## config.mk

```make
export PLATFORM = sky130hd
export DESIGN_NAME = gerador_de_padrao_flat
export DESIGN_NICKNAME = d
export VERILOG_FILES = /design/src/rtl/gerador_de_padrao_pkg.sv /design/src/rtl/gerador_de_padrao_if.sv /design/src/rtl/gerador_de_padrao.sv /design/src/flat_wrapper.sv
export SDC_FILE = /design/constraint.sdc
export NUM_CORES = 1
export LEC_CHECK = 0
export ABC_AREA = 1
export BUFFER_PORTS_ARGS = -buffer_cell sky130_fd_sc_hd__buf_2
export CAP_MARGIN = 20
export CORE_MARGIN = 3
export CORE_UTILIZATION = 57
export DETAILED_ROUTE_END_ITERATION = 8
export GPL_TIMING_DRIVEN = 0
export HOLD_SLACK_MARGIN = 0.12
export PLACE_DENSITY = 0.8
export SLEW_MARGIN = 5
export SYNTH_ARGS = -nofsm -noshare
export SYNTH_HDL_FRONTEND = slang
export SYNTH_SLANG_ARGS = --single-unit
```

## constraint.sdc

```tcl
create_clock -name clock -period 3.1 [get_ports clock]
set_input_delay 0.62 -clock clock [delete_from_list [all_inputs] [get_ports clock]]
set_output_delay 0.62 -clock clock [all_outputs]
set_load 0.005 [all_outputs]
```

## src/rtl/gerador_de_padrao_pkg.sv

```systemverilog
// -----------------------------------------------------------------------------
// gerador_pkg
//   Shared types and constants for the serial pattern transmitter.
//   - state_t  : transmitter FSM states. GAP is only reachable when the
//                design is built with GAPR_GAP_EN defined.
//   - PAT_1101 : default pattern. It gives exactly one serial-detector hit
//                per repetition.
// -----------------------------------------------------------------------------
package gerador_pkg;

  typedef enum logic [1:0] {
    IDLE = 2'd0,
    SEND = 2'd1,
    GAP  = 2'd2,
    FIN  = 2'd3
  } state_t;

  localparam logic [3:0] PAT_1101 = 4'b1101;

endpackage

```

## src/rtl/gerador_de_padrao_if.sv

```systemverilog
// -----------------------------------------------------------------------------
// gerador_de_padrao_if
//   Control and serial-output bundle of the pattern transmitter.
//   Signals:
//     start  1      request pulse; acted on only while the transmitter is idle
//     count  CNT_W  number of pattern repetitions, latched together with start
//     x_out  1      serial data bit
//     valid  1      x_out carries a pattern bit this cycle
//     busy   1      transmission in progress (start is ignored)
//     done   1      one-cycle completion pulse
//   Modports:
//     master : requester side (drives start/count)
//     slave  : transmitter side (drives the serial outputs)
// -----------------------------------------------------------------------------
interface gerador_de_padrao_if #(
  parameter int CNT_W = 4
);

  logic             start;
  logic [CNT_W-1:0] count;
  logic             x_out;
  logic             valid;
  logic             busy;
  logic             done;

  modport master (
    output start, count,
    input  x_out, valid, busy, done
  );

  modport slave (
    input  start, count,
    output x_out, valid, busy, done
  );

endinterface

```

## src/rtl/gerador_de_padrao.sv

```systemverilog
// -----------------------------------------------------------------------------
// gerador_de_padrao
//   Serial pattern transmitter. A start pulse with a non-zero count makes the
//   block shift PATTERN out on x_out, MSB first, one bit per clock. It does
//   this 'count' times and then pulses done for one cycle. A start with
//   count == 0 goes straight to the done pulse.
//
//   Ports:
//     clock  in   rising-edge clock
//     reset  in   synchronous, active-high
//     bus    slave modport of gerador_de_padrao_if
//            (start, count in; x_out, valid, busy, done out)
//
//   Optional build macro:
//     GAPR_GAP_EN  When defined, the block inserts GAP_LEN idle '0' bits
//                  between repetitions. No gap follows the last repetition.
//                  When undefined, repetitions are back-to-back and GAP_LEN
//                  is unused.
//
//   Timing:
//     All outputs are registered.
//     The first bit appears in the cycle after start is accepted.
//     The number of cycles from the start edge to done is
//       count*PAT_W (+ (count-1)*GAP_LEN when gaps are enabled) + 1.
// -----------------------------------------------------------------------------
module gerador_de_padrao
  import gerador_pkg::*;
#(
  parameter int               PAT_W   = 4,
  parameter logic [PAT_W-1:0] PATTERN = PAT_W'(PAT_1101),
  parameter int               CNT_W   = 4,
  parameter int               GAP_LEN = 2
) (
  input  logic               clock,
  input  logic               reset,
  gerador_de_padrao_if.slave bus
);

  localparam int               IDX_W    = (PAT_W > 1) ? $clog2(PAT_W) : 1;
  localparam logic [IDX_W-1:0] LAST_IDX = IDX_W'(PAT_W - 1);
  localparam logic [CNT_W-1:0] REP_ONE  = CNT_W'(1);

  // Datapath and FSM state.
  state_t           state_q, state_d;
  logic [PAT_W-1:0] sr_q, sr_d;      // sr_q[PAT_W-1] is the bit currently on x_out
  logic [IDX_W-1:0] bit_q, bit_d;    // index of the bit currently on x_out
  logic [CNT_W-1:0] rep_q, rep_d;    // repetitions still owed, current one included

  // Registered outputs.
  logic x_q, x_d;
  logic valid_q, valid_d;
  logic busy_q, busy_d;
  logic done_q, done_d;

`ifdef GAPR_GAP_EN
  localparam int               GAP_W    = (GAP_LEN > 1) ? $clog2(GAP_LEN) : 1;
  localparam logic [GAP_W-1:0] GAP_LAST = GAP_W'((GAP_LEN > 0) ? GAP_LEN - 1 : 0);

  logic [GAP_W-1:0] gap_q, gap_d;    // index of the idle cycle in the current gap
`endif

  // ---------------------------------------------------------------------------
  // Next-state and next-output logic.
  // The registers hold what is on the bus in the current cycle. This block
  // therefore computes what the bus shows in the next cycle.
  // ---------------------------------------------------------------------------
  always_comb begin
    state_d = state_q;
    sr_d    = sr_q;
    bit_d   = bit_q;
    rep_d   = rep_q;
    x_d     = 1'b0;
    valid_d = 1'b0;
    busy_d  = 1'b1;
    done_d  = 1'b0;
`ifdef GAPR_GAP_EN
    gap_d   = gap_q;
`endif

    case (state_q)
      IDLE: begin
        busy_d = 1'b0;
        if (bus.start) begin
          busy_d = 1'b1;
          if (bus.count != '0) begin
            state_d = SEND;
            rep_d   = bus.count;
            sr_d    = PATTERN;
            bit_d   = '0;
            x_d     = PATTERN[PAT_W-1];
            valid_d = 1'b1;
          end else begin
            // Nothing to send: acknowledge immediately.
            state_d = FIN;
            done_d  = 1'b1;
          end
        end
      end

      SEND: begin
        if (bit_q == LAST_IDX) begin
          rep_d = rep_q - REP_ONE;
          if (rep_q == REP_ONE) begin
            state_d = FIN;
            bit_d   = '0;
            done_d  = 1'b1;
          end else begin
`ifdef GAPR_GAP_EN
            if (GAP_LEN > 0) begin
              state_d = GAP;
              gap_d   = '0;
              sr_d    = PATTERN;
              bit_d   = '0;
            end else begin
              sr_d    = PATTERN;
              bit_d   = '0;
              x_d     = PATTERN[PAT_W-1];
              valid_d = 1'b1;
            end
`else
            // Back-to-back: the first bit of the next repetition follows at once.
            sr_d    = PATTERN;
            bit_d   = '0;
            x_d     = PATTERN[PAT_W-1];
            valid_d = 1'b1;
`endif
          end
        end else begin
          bit_d   = bit_q + IDX_W'(1);
          sr_d    = sr_q << 1;
          x_d     = sr_q[PAT_W-2];
          valid_d = 1'b1;
        end
      end

`ifdef GAPR_GAP_EN
      GAP: begin
        if (gap_q == GAP_LAST) begin
          state_d = SEND;
          gap_d   = '0;
          x_d     = sr_q[PAT_W-1];
          valid_d = 1'b1;
        end else begin
          gap_d = gap_q + GAP_W'(1);
        end
      end
`endif

      FIN: begin
        // The done pulse is on the bus now. A start seen in this cycle is
        // dropped because this state does not look at it.
        state_d = IDLE;
        busy_d  = 1'b0;
      end

      default: begin
        state_d = IDLE;
        busy_d  = 1'b0;
      end
    endcase
  end

  // ---------------------------------------------------------------------------
  // State register. Reset abandons any partial transfer without a done pulse.
  // ---------------------------------------------------------------------------
  always_ff @(posedge clock) begin
    if (reset) begin
      state_q <= IDLE;
      sr_q    <= '0;
      bit_q   <= '0;
      rep_q   <= '0;
      x_q     <= 1'b0;
      valid_q <= 1'b0;
      busy_q  <= 1'b0;
      done_q  <= 1'b0;
`ifdef GAPR_GAP_EN
      gap_q   <= '0;
`endif
    end else begin
      state_q <= state_d;
      sr_q    <= sr_d;
      bit_q   <= bit_d;
      rep_q   <= rep_d;
      x_q     <= x_d;
      valid_q <= valid_d;
      busy_q  <= busy_d;
      done_q  <= done_d;
`ifdef GAPR_GAP_EN
      gap_q   <= gap_d;
`endif
    end
  end

  assign bus.x_out = x_q;
  assign bus.valid = valid_q;
  assign bus.busy  = busy_q;
  assign bus.done  = done_q;

endmodule

```

## src/flat_wrapper.sv

```systemverilog
// flat-port wrapper written by rule: the top's interface ports become plain ports
module gerador_de_padrao_flat import gerador_pkg::*;
#(
  parameter int               PAT_W   = 4,
  parameter logic [PAT_W-1:0] PATTERN = PAT_W'(PAT_1101),
  parameter int               CNT_W   = 4,
  parameter int               GAP_LEN = 2
)
  (clock, reset, bus_start, bus_count, bus_x_out, bus_valid, bus_busy, bus_done);
  gerador_de_padrao_if #(.CNT_W(CNT_W)) bus_i ();
  input  logic clock;
  input  logic reset;
  input wire logic [$bits(bus_i.start)-1:0] bus_start;
  input wire logic [$bits(bus_i.count)-1:0] bus_count;
  output wire logic [$bits(bus_i.x_out)-1:0] bus_x_out;
  output wire logic [$bits(bus_i.valid)-1:0] bus_valid;
  output wire logic [$bits(bus_i.busy)-1:0] bus_busy;
  output wire logic [$bits(bus_i.done)-1:0] bus_done;
  assign bus_i.start = bus_start;
  assign bus_i.count = bus_count;
  assign bus_x_out = bus_i.x_out;
  assign bus_valid = bus_i.valid;
  assign bus_busy = bus_i.busy;
  assign bus_done = bus_i.done;
  gerador_de_padrao #(.PAT_W(PAT_W), .PATTERN(PATTERN), .CNT_W(CNT_W), .GAP_LEN(GAP_LEN)) u_core (.clock(clock), .reset(reset), .bus(bus_i));
endmodule
```

# After elaboration in Yosys (flattened, before gate mapping)

Index checks and enable logic that the tools add are counted.

Add/sub/neg operators: 2
Eq/ne operators: 8
Multiplexer cells: 32
Reduce and logical (&&, ||, !) cells: 7

Operator list:

| kind                                                                    | number |
|---|---|
| 2-bit 2-to-1 mux                                                        | 7 |
| 3-bit 2-to-1 mux                                                        | 4 |
| 4-bit 2-to-1 mux                                                        | 3 |
| 1-bit 2-to-1 mux                                                        | 10 |
| 1-bit case mux with 2 select lines                                      | 4 |
| 2-bit case mux with 2 select lines                                      | 2 |
| 4-bit case mux with 2 select lines                                      | 1 |
| 4-bit AND reduction                                                     | 2 |
| 2-bit by 1-bit inequality test with 1-bit output, second input constant | 3 |
| 3-bit case mux with 2 select lines                                      | 1 |
| 3-bit AND reduction                                                     | 2 |
| 4-bit by 1-bit equality test with 1-bit output, second input constant   | 1 |
| 4-bit nonzero test                                                      | 1 |
| 4-bit by 1-bit subtractor with 4-bit output, second input constant      | 1 |
| 3-bit inequality test, second input constant                            | 1 |
| 2-bit by 1-bit adder with 2-bit output, second input constant           | 1 |
| 2-bit by 1-bit equality test with 1-bit output, second input constant   | 1 |
| 2-bit equality test, second input constant                              | 1 |
| 2-bit logical NOT                                                       | 1 |
| 2-bit inequality test, second input constant                            | 1 |
| 2-bit nonzero test                                                      | 1 |

Register bits after elaboration: 15
Logic and storage cells: 57

# Depth between registers and ports, before layout

Gate-level depths: netlist of the first run.

Word-level depth: 4
Mapped depth: 10

# Least setup slack after synthesis of the first run

Ideal clock, no wire load.

Path type: input-to-reg
From: in reset
To: reg u_core.sr_q[0]
Data arrival time: 1188 ps
Path slack: 1799 ps
Setup time: 113 ps
Stages: 4
Path through: clkbuf_1 inv_1 nand3_1 nand2_1

RTL lines:

| what                 | line                     | text |
|---|---|---|
| start, declared      | flat_wrapper.sv:12       | `input logic reset;` |
| end signal, assigned | gerador_de_padrao.sv:181 | `sr_q <= sr_d;` |
| end, declared        | gerador_de_padrao.sv:45  | `logic [PAT_W-1:0] sr_q, sr_d;` |

# Final worst setup path of the first run

From: reg u_core.x_q (netlist: u_core.bus.x_out)
To: out bus_x_out

RTL lines:

| what                   | line                     | text |
|---|---|---|
| start, declared        | gerador_de_padrao.sv:50  | `logic x_q, x_d;` |
| start signal, assigned | gerador_de_padrao.sv:172 | `x_q <= 1'b0;` |
| start signal, assigned | gerador_de_padrao.sv:184 | `x_q <= x_d;` |
| end, declared          | flat_wrapper.sv:15       | `output wire logic [$bits(bus_i.x_out)-1:0] bus_x_out;` |

No word-level cell between the ends.

==> results of run 1 <==
[placed cells by master, fill, tap and decap left out, types with 2 or more instances in the layout]
cell type	Yosys	final
nand2_1	32	32
dfxtp_1	15	15
nor2_1	12	12
inv_1	11	11
nand3_1	10	10
buf_2	0	9
a21oi_1	6	6
nand2_2	3	3
ha_1	3	3
clkbuf_4	0	3
clkbuf_1	1	2
inv_2	2	2
o21ai_0	2	2
[final cells by class]
type	count	area [sq um]
Multi-Input combinational cell	78	397
Sequential cell	15	300
Tap cell	14	17.5
Inverter	13	48.8
Clock buffer	4	26.3
Fill cell	100	333
Buffer	1	3.75
Timing Repair Buffer	9	45.0
[worst max path at each step]
stage	to	slack (ps)	depth (start not counted)
floorplan	u_core.sr_q[0]	1800	4
global placement	u_core.sr_q[0]	1590	7
detailed placement	u_core.sr_q[0]	1560	7
CTS	bus_valid	1760	1
global route	u_core.rep_q[2]	1700	7
finish	bus_x_out	1760	1
[routing by layer]
layer,GRT usage (%),part of all wire (%),routed length (microns)
met1,22.7,46,702
met2,33.1,49,745
met3,5.15,4.0,61
met4,5.59,1.6,25
met5,0,0,0
[logic make-up after synthesis]
group                      synth area share (%)
DFF                                        40.1
AOI/OAI and AO/OA                          8.01
and+or+nand+nor                            39.9
adders and majority gates                  5.01
buffers and inverters                      7.01
[metrics by stage]
stage,hold WS [ps],instance area [sq um],worst slack (ps),std cells
floorplan,430,749,1800,107
global placement,452,812,1590,130
detailed placement,450,812,1560,130
CTS,472,838,1760,134
global route,496,838,1700,134
finish,472,838,1760,134
[power breakdown]
group | internal [mW] | switching [mW] | leakage, nW
Clock | 0.0500 | 0.0609 | 0.0150
Sequential | 0.207 | 0.0102 | 0.124
Combinational | 0.0294 | 0.0471 | 0.284
Total | 0.287 | 0.118 | 0.423
[flip-flops by register name (all words and copies together), names as in the netlist]
name              cells
u_core.bus.x_out      1
u_core.bus.done       1
u_core.rep_q          4
u_core.bus.valid      1
u_core.sr_q           3
u_core.bit_q          2
u_core.bus.busy       1
u_core.state_q        2
[synth_stat cells, drive strengths merged]
master | number | area (sq um)
nand2 | 36 | 150
dfxtp | 15 | 300
nor2 | 14 | 62.6
inv | 13 | 48.8
nand3 | 11 | 67.6
a21oi | 7 | 38.8
ha | 3 | 37.5
o21ai | 3 | 15.0
or2 | 2 | 12.5
a31oi | 1 | 6.26
clkbuf | 1 | 3.75
nand4 | 1 | 6.26
==> metrics.txt, run 1 <==
syn nets 117; clock-pin slew on the worst setup and hold paths 90 ps; Die Height 42.3 microns; fin crit share 43.2%; initial antenna violation count 0; H-tree levels 1; CP endpoint kind output port; clock skew 6.38 ps; Hold Startpoint u_core.sr_q[2]; post-synthesis cell type count 21; vias in the first global route 640; Worst slew margin 71.5%; post-CTS setup repair buffer count 0; slew of the pin with the lowest slew margin 427 ps; Final Setup Violations 0; core area 0.00117 sq mm; final antenna-violating net count 0; fin crit period 1340 ps; post-route setup TNS 0 ps; PostCTS Resize Cnt 0; Data arrival, critical path 720 ps; RSZ-0062 raised after global routing false; Critical R2R Launch u_core.rep_q[0]; hold path depth 2; CP bufs+invs 1; Yosys Warn Count 0; status complete, no violations; grt ovf 0; Critical-path top delay cell dfxtp_1; Leak 0.423 nW; IO buf count 9; Clock Latency Late Sink 280 ps; Cell Rows 12; GRT Total Usage 19.1%; pin count of the biggest net entering global routing 11; Wirelength per Cell 11.5 microns; Clock Sinks 15; Max VDD drop 0.000393 V; Final Core Density 71.6%; critical path launch point u_core.bus.x_out; reg-to-reg endpoint u_core.rep_q[2]; worst-case clock buffer depth 2; Iter 0 DRT Violations 10; post-synthesis sequential area ratio 40.1%; Initial Util 64.0%; # IOs 11; Syn Area/Cell 7.00 sq um; final hold violations 0; CP delay by family, top flip-flops; first-pass GRT wire length 2600 microns; worst hold path type reg2reg; Area Overhead vs Synth 11.9%; DR DRC count 0; worst path cell trace buf_2; CTS tree done; vias per cell 5.09; die width 42.3 microns; vias 682; R2R Setup Slk 1780 ps; path type of the worst setup path reg2out; routed wire length 1540 microns; Hold Buf Count CTS 0; total power 0.405 mW; DRT Pass-1 Iters 4; Worst Path Required 2480 ps; Hold EP u_core.sr_q[2]; clock root cell clkbuf_4; cell area after synthesis 749 sq um; Final Wtd Congestion 0.805; max incr delay on CP 330 ps; cts bufs inserted 3; Fmax 0.748 GHz; Cell Pwr Density 483 mW/mm^2; Die ar. 0.00179 sq mm; pins over their slew limit 0; Critical Path Start Type flop; Nets 131; R2R cell count 7; CP Max Fanout 1; HPWL after DPL 1150 microns; maxcap violations 0; Ant. Diodes 0; share of layout cells above drive strength 1 19.2%; cells after synthesis 107; #FFs+latches synth 15
Note: power is estimated with default switching activity, not from simulation.
==> run 2: changes to the inputs <==
--- a/config.mk
+++ b/config.mk
@@ -8,12 +8,13 @@
 export ABC_AREA = 1
 export BUFFER_PORTS_ARGS = -buffer_cell sky130_fd_sc_hd__buf_2
 export CAP_MARGIN = 20
+export CORE_ASPECT_RATIO = 0.9
 export CORE_MARGIN = 3
-export CORE_UTILIZATION = 57
+export CORE_UTILIZATION = 48
 export DETAILED_ROUTE_END_ITERATION = 8
 export GPL_TIMING_DRIVEN = 0
 export HOLD_SLACK_MARGIN = 0.12
-export PLACE_DENSITY = 0.8
+export PLACE_DENSITY = 0.72
 export SLEW_MARGIN = 5
 export SYNTH_ARGS = -nofsm -noshare
 export SYNTH_HDL_FRONTEND = slang
==> constraint.sdc (replaced) <==
create_clock -name clock -period 1.15 [get_ports clock]
set_input_delay 0.23 -clock clock [delete_from_list [all_inputs] [get_ports clock]]
set_output_delay 0.23 -clock clock [all_outputs]
set_load 0.005 [all_outputs]
==> run 2 against run 1 <==
Against the previous run:
- the run now ends with negative setup slack left
- wire length up 11%
- clock skew shrank 3.9 ps
- core utilization increased by 3.4 points
- critical path type is now reg2reg
- largest power group unchanged
==> metrics.txt, run 2 (synthesis results as in run 1) <==
most frequent cells in the layout 26 x nand2_1, 9 x nor2_1, 9 x buf_2, 9 x dfxtp_1, 8 x buf_4; path type of the worst setup path reg2reg; worst path cell trace inv_4 -> ha_4 -> or2_4 -> nand3_2 -> nand2_1 -> nor2_1 -> nor2_1; P_sw 0.355 mW; H-tree levels 1; Fmax 0.851 GHz; Largest regs u_core.rep_q x4, u_core.sr_q x3; Final WS setup -24.5 ps; initial antenna violation count 0; HPWL after DPL 1130 microns; max incr delay on CP 390 ps; Hold Startpoint bus_start; grt ovf 0; Max VDD drop 0.000752 V; failing checks negative setup slack; vias in the first global route 672; CP most frequent cell nor2_1; CP Max Fanout 4; CP endpoint kind flop; cts bufs inserted 3; Final Core Density 75.0%; Iter 0 DRT Violations 25; routed wire length 1700 microns; R2R cell count 7; Cell Rows 12; Sequential Power Share 50.4%; Die Height 43.5 microns; DRT Pass-1 Iters 4; Critical Path Start Type flop; pin count of the biggest net entering global routing 11; Largest register FFs 4; post-route setup TNS -24.5 ps; core area 0.00135 sq mm; Die ar. 0.00207 sq mm; clock-pin slew on the worst setup and hold paths 80 ps; Critical-path top delay cell dfxtp_4; CTS tree done; clock root cell clkbuf_4; Area Overhead vs Synth 35.2%; share of layout cells above drive strength 1 44.5%; Area after DPL 816 sq um; # IOs 11; Nets 139; Worst Path Required 1330 ps; Worst slew margin 67.6%; hold path depth 3; vias 760; worst hold path type in2reg; final antenna-violating net count 0; fin crit share 102%; GRT Total Usage 17.9%; worst-case clock buffer depth 2; Leak 0.472 nW; Hold WS 258 ps; Initial Util 55.5%; Final Cell Area 0.00101 sq mm; final hold violations 0; DR DRC count 0; commonest non-fill, non-tap cell in the layout nand2_1; Critical R2R Launch u_core.rep_q[0]; Gate power share 25.0%; slew of the pin with the lowest slew margin 487 ps; vias per cell 5.35; maxcap violations 0; Cell Pwr Density 1160 mW/mm^2; IO buf count 9; die width 47.7 microns; clock power share 24.6%; pins over their slew limit 0; internal power 0.824 mW; clock skew 2.47 ps; fin crit period 1170 ps; first-pass GRT wire length 2700 microns; Final Setup Violations 1; Clock Sinks 15; R2R Setup Slk -20 ps; reg-to-reg endpoint u_core.rep_q[2]; Hold EP u_core.state_q[1]; Data arrival, critical path 1360 ps; Hold Buf Count CTS 0; Final Wtd Congestion 0.790; status finished with violations; critical path launch point u_core.rep_q[0]; Wirelength per Cell 12.0 microns; RSZ-0062 raised after global routing true; Ant. Diodes 0; switch share 30.1%; Clock Latency Late Sink 280 ps; Top reg by flops u_core.rep_q
-- run 2: cell types whose count changed in the layout (fill, tap and decap cells not counted), moves of 4 or more --
| cell | before | now |
|---|---|---|
| buf_4 | 0 | 8 |
| dfxtp_1 | 15 | 9 |
| dfxtp_4 | 0 | 4 |
| inv_1 | 11 | 6 |
| nand2_1 | 32 | 26 |
| nand2_2 | 3 | 7 |
-- run 2: power by group through the flow --
stage	logic [mW]	registers, mW	clock network, mW
after detailed placement	0.208	0.599	0
after global placement	0.202	0.597	0
after CTS	0.258	0.591	0.305
final	0.294	0.594	0.291
after floorplan	0.156	0.595	0
after global routing	0.332	0.599	0.325
-- run 2: worst max-delay path, delay by kind of cell (launching register included) --
family	cells	cell delay, ps
fa+ha+maj	1	150
buf+inv	1	50
flops	1	390
simple gates	5	490
-- run 2: layout make-up --
| cell class | instances | area (sq um) |
|---|---|---|
| inverters | 13 | 53.8 |
| well taps | 14 | 17.5 |
| plain buffers | 1 | 3.75 |
| repair buffers | 17 | 105 |
| flip-flops and latches | 15 | 318 |
| fillers | 93 | 338 |
| clock buffers | 4 | 26.3 |
| multi-input cells | 78 | 489 |
-- run 2: per-layer routing --
metal	share of wire (%)	track usage [%]	up-vias
li1	-	-	380
met5	0	0	-
met1	44	22.4	352
met2	48	28.1	24
met3	6.5	7.88	4
met4	1.4	4.30	0
-- run 2: worst max-delay path by stage --
stage                            to  slack (ps)
floorplan           u_core.rep_q[2]          20
global placement     u_core.sr_q[0]         -80
detailed placement   u_core.sr_q[0]        -120
CTS                  u_core.sr_q[1]          -3
global route         u_core.sr_q[1]         -80
finish              u_core.rep_q[2]         -20
-- run 2: what timing repair did --
action	CTS	global route
buffers inserted	5	3
pin swaps	7	15
setup endpoints to repair	9	11
gates resized for setup	17	19
gates cloned	0	0
-- run 2: through the flow --
step	total power, mW	std cells	setup WS, ps
finish	1.18	142	-24.5
global route	1.26	142	-81.4
CTS	1.15	139	-3.26
detailed placement	0.807	130	-118
global placement	0.799	130	-81.2
floorplan	0.750	107	21.1
==> run 3: changes to the inputs <==
==> constraint.sdc (replaced) <==
create_clock -name clock -period 1.15 [get_ports clock]
set_input_delay 0 -clock clock [delete_from_list [all_inputs] [get_ports clock]]
set_output_delay 0 -clock clock [all_outputs]
set_load 0.005 [all_outputs]
==> run 3 against run 2 <==
Against the previous run:
- the run still ends with negative setup slack left
- setup slack better by 4.6 ps
- core utilization increased by 4.8 points
- first-iteration DRC count fell by 12%
- via count is 5.3% higher
- clock skew grew 0.62 ps
- power up 1.8%
- highest routed layer unchanged
==> metrics.txt, run 3 (synthesis results as in run 1) <==
vias 800; Met3 Routed Length 135 microns; Fmax 0.855 GHz; path type of the worst setup path reg2reg; fin crit share 102%; first-pass GRT wire length 2940 microns; Cell Rows 12; Worst Path Required 1330 ps; CP most frequent cell nor2_1; most frequent cells in the layout 28 x nand2_1, 10 x nor2_1, 9 x dlygate4sd3_1, 9 x buf_2, 9 x dfxtp_1; DR DRC count 0; share of layout cells above drive strength 1 39.0%; Die Height 43.5 microns; Data arrival, critical path 1350 ps; worst path cell trace inv_4 -> ha_4 -> or2_4 -> nand3_2 -> nand2_1 -> nor2_1 -> nor2_1; Critical-path top delay cell dfxtp_4; IO buf count 9; Iter 0 DRT Violations 22; reg-to-reg endpoint u_core.rep_q[2]; Clock Latency Late Sink 280 ps; Area after DPL 816 sq um; clock-pin slew on the worst setup and hold paths 80 ps; clock root cell clkbuf_4; final hold violations 0; core area 0.00135 sq mm; post-route setup TNS -19.9 ps; Cell Pwr Density 1110 mW/mm^2; fillcell total 80; Hold Startpoint bus_count[3]; Largest regs u_core.rep_q x4, u_core.sr_q x3; vias in the first global route 739; Met2 Wirelength 908 microns; worst-case clock buffer depth 2; failing checks negative setup slack; Final WS setup -19.9 ps; H-tree levels 1; capture point of the critical path u_core.rep_q[2]; CP endpoint kind flop; # IOs 11; GRT Total Usage 19.5%; Wirelength per Cell 12.5 microns; fin crit period 1170 ps; Largest register FFs 4; pins over their slew limit 0; grt ovf 0; Die ar. 0.00207 sq mm; Max VDD drop 0.000755 V; status finished with violations; maxcap violations 0; Initial Util 55.5%; Final Core Density 79.8%; commonest non-fill, non-tap cell in the layout nand2_1; Worst slew margin 78.8%; Top reg by flops u_core.rep_q; Leak 0.502 nW; routed wire length 1870 microns; pin count of the biggest net entering global routing 11; vias per cell 5.33; Final Wtd Congestion 0.790; Critical R2R Launch u_core.rep_q[0]; Final Cell Area 0.00108 sq mm; clock skew 3.09 ps; Critical Path Start Type flop; Area Overhead vs Synth 43.9%; die width 47.7 microns; cts bufs inserted 3; highest routing layer actually used met4; Nets 147; DRT Pass-1 Iters 4; max incr delay on CP 390 ps; Ant. Diodes 0; post-place setup slack -118 ps; final antenna-violating net count 0; wl on met1 808 microns; critical path launch point u_core.rep_q[0]; worst hold path type in2reg; CP Max Fanout 4; initial antenna violation count 0; CTS tree done; Final Setup Violations 1; R2R Setup Slk -20 ps; slew of the pin with the lowest slew margin 318 ps; R2R cell count 7; RSZ-0062 raised after global routing true; Clock Sinks 15; HPWL after DPL 1130 microns
-- run 3: report_power, final --
| group | internal (mW) | leakage, nW | switching (mW) |
|---|---|---|---|
| registers | 0.561 | 0.127 | 0.0357 |
| clock network | 0.135 | 0.0150 | 0.158 |
| logic | 0.146 | 0.360 | 0.165 |
| total | 0.841 | 0.502 | 0.358 |
-- run 3: repair_timing --
action                                  4_1_cts  5_1_grt
gates resized for setup                      17       13
hold buffers                                  8        1
endpoints found under the setup margin        9       11
hold endpoints to repair                      9        3
setup buffers                                 5        3
pin swaps                                     7       13
-- run 3: critical path: cells and delay by family (launching register included) --
kind | cells | cell delay [ps]
simple gates | 5 | 490
flops | 1 | 390
fa+ha+maj | 1 | 150
buf+inv | 1 | 50
-- run 3: stage by stage --
stage,hold WS [ps],power [mW],instances
floorplan,190,0.750,107
global placement,323,0.799,130
detailed placement,323,0.807,130
CTS,36.6,1.18,147
global route,208,1.28,150
finish,168,1.20,150
-- run 3: area by class of cell --
| class | count | area [sq um] | area share (%) |
|---|---|---|---|
| plain buffers | 1 | 3.75 | 0.348 |
| clock buffers | 4 | 26.3 | 2.44 |
| inverters | 13 | 53.8 | 4.99 |
| multi-input cells | 78 | 477 | 44.2 |
| flip-flops and latches | 15 | 313 | 29.0 |
| well taps | 14 | 17.5 | 1.62 |
| repair buffers | 25 | 188 | 17.4 |
-- run 3: layer usage --
layer / vias up / global-route usage, %
met5: - / 0
met4: 0 / 5.38
met3: 4 / 8.30
met2: 31 / 31.8
met1: 366 / 23.2
li1: 399 / -
-- run 3: how the worst min path moves through the flow --
stage / to / cells after the start
final: u_core.bit_q[1] / 6
after global routing: u_core.bit_q[1] / 6
after CTS: u_core.rep_q[0] / 5
after detailed placement: u_core.rep_q[3] / 5
after global placement: u_core.rep_q[0] / 5
after floorplan: u_core.bus.busy / 2
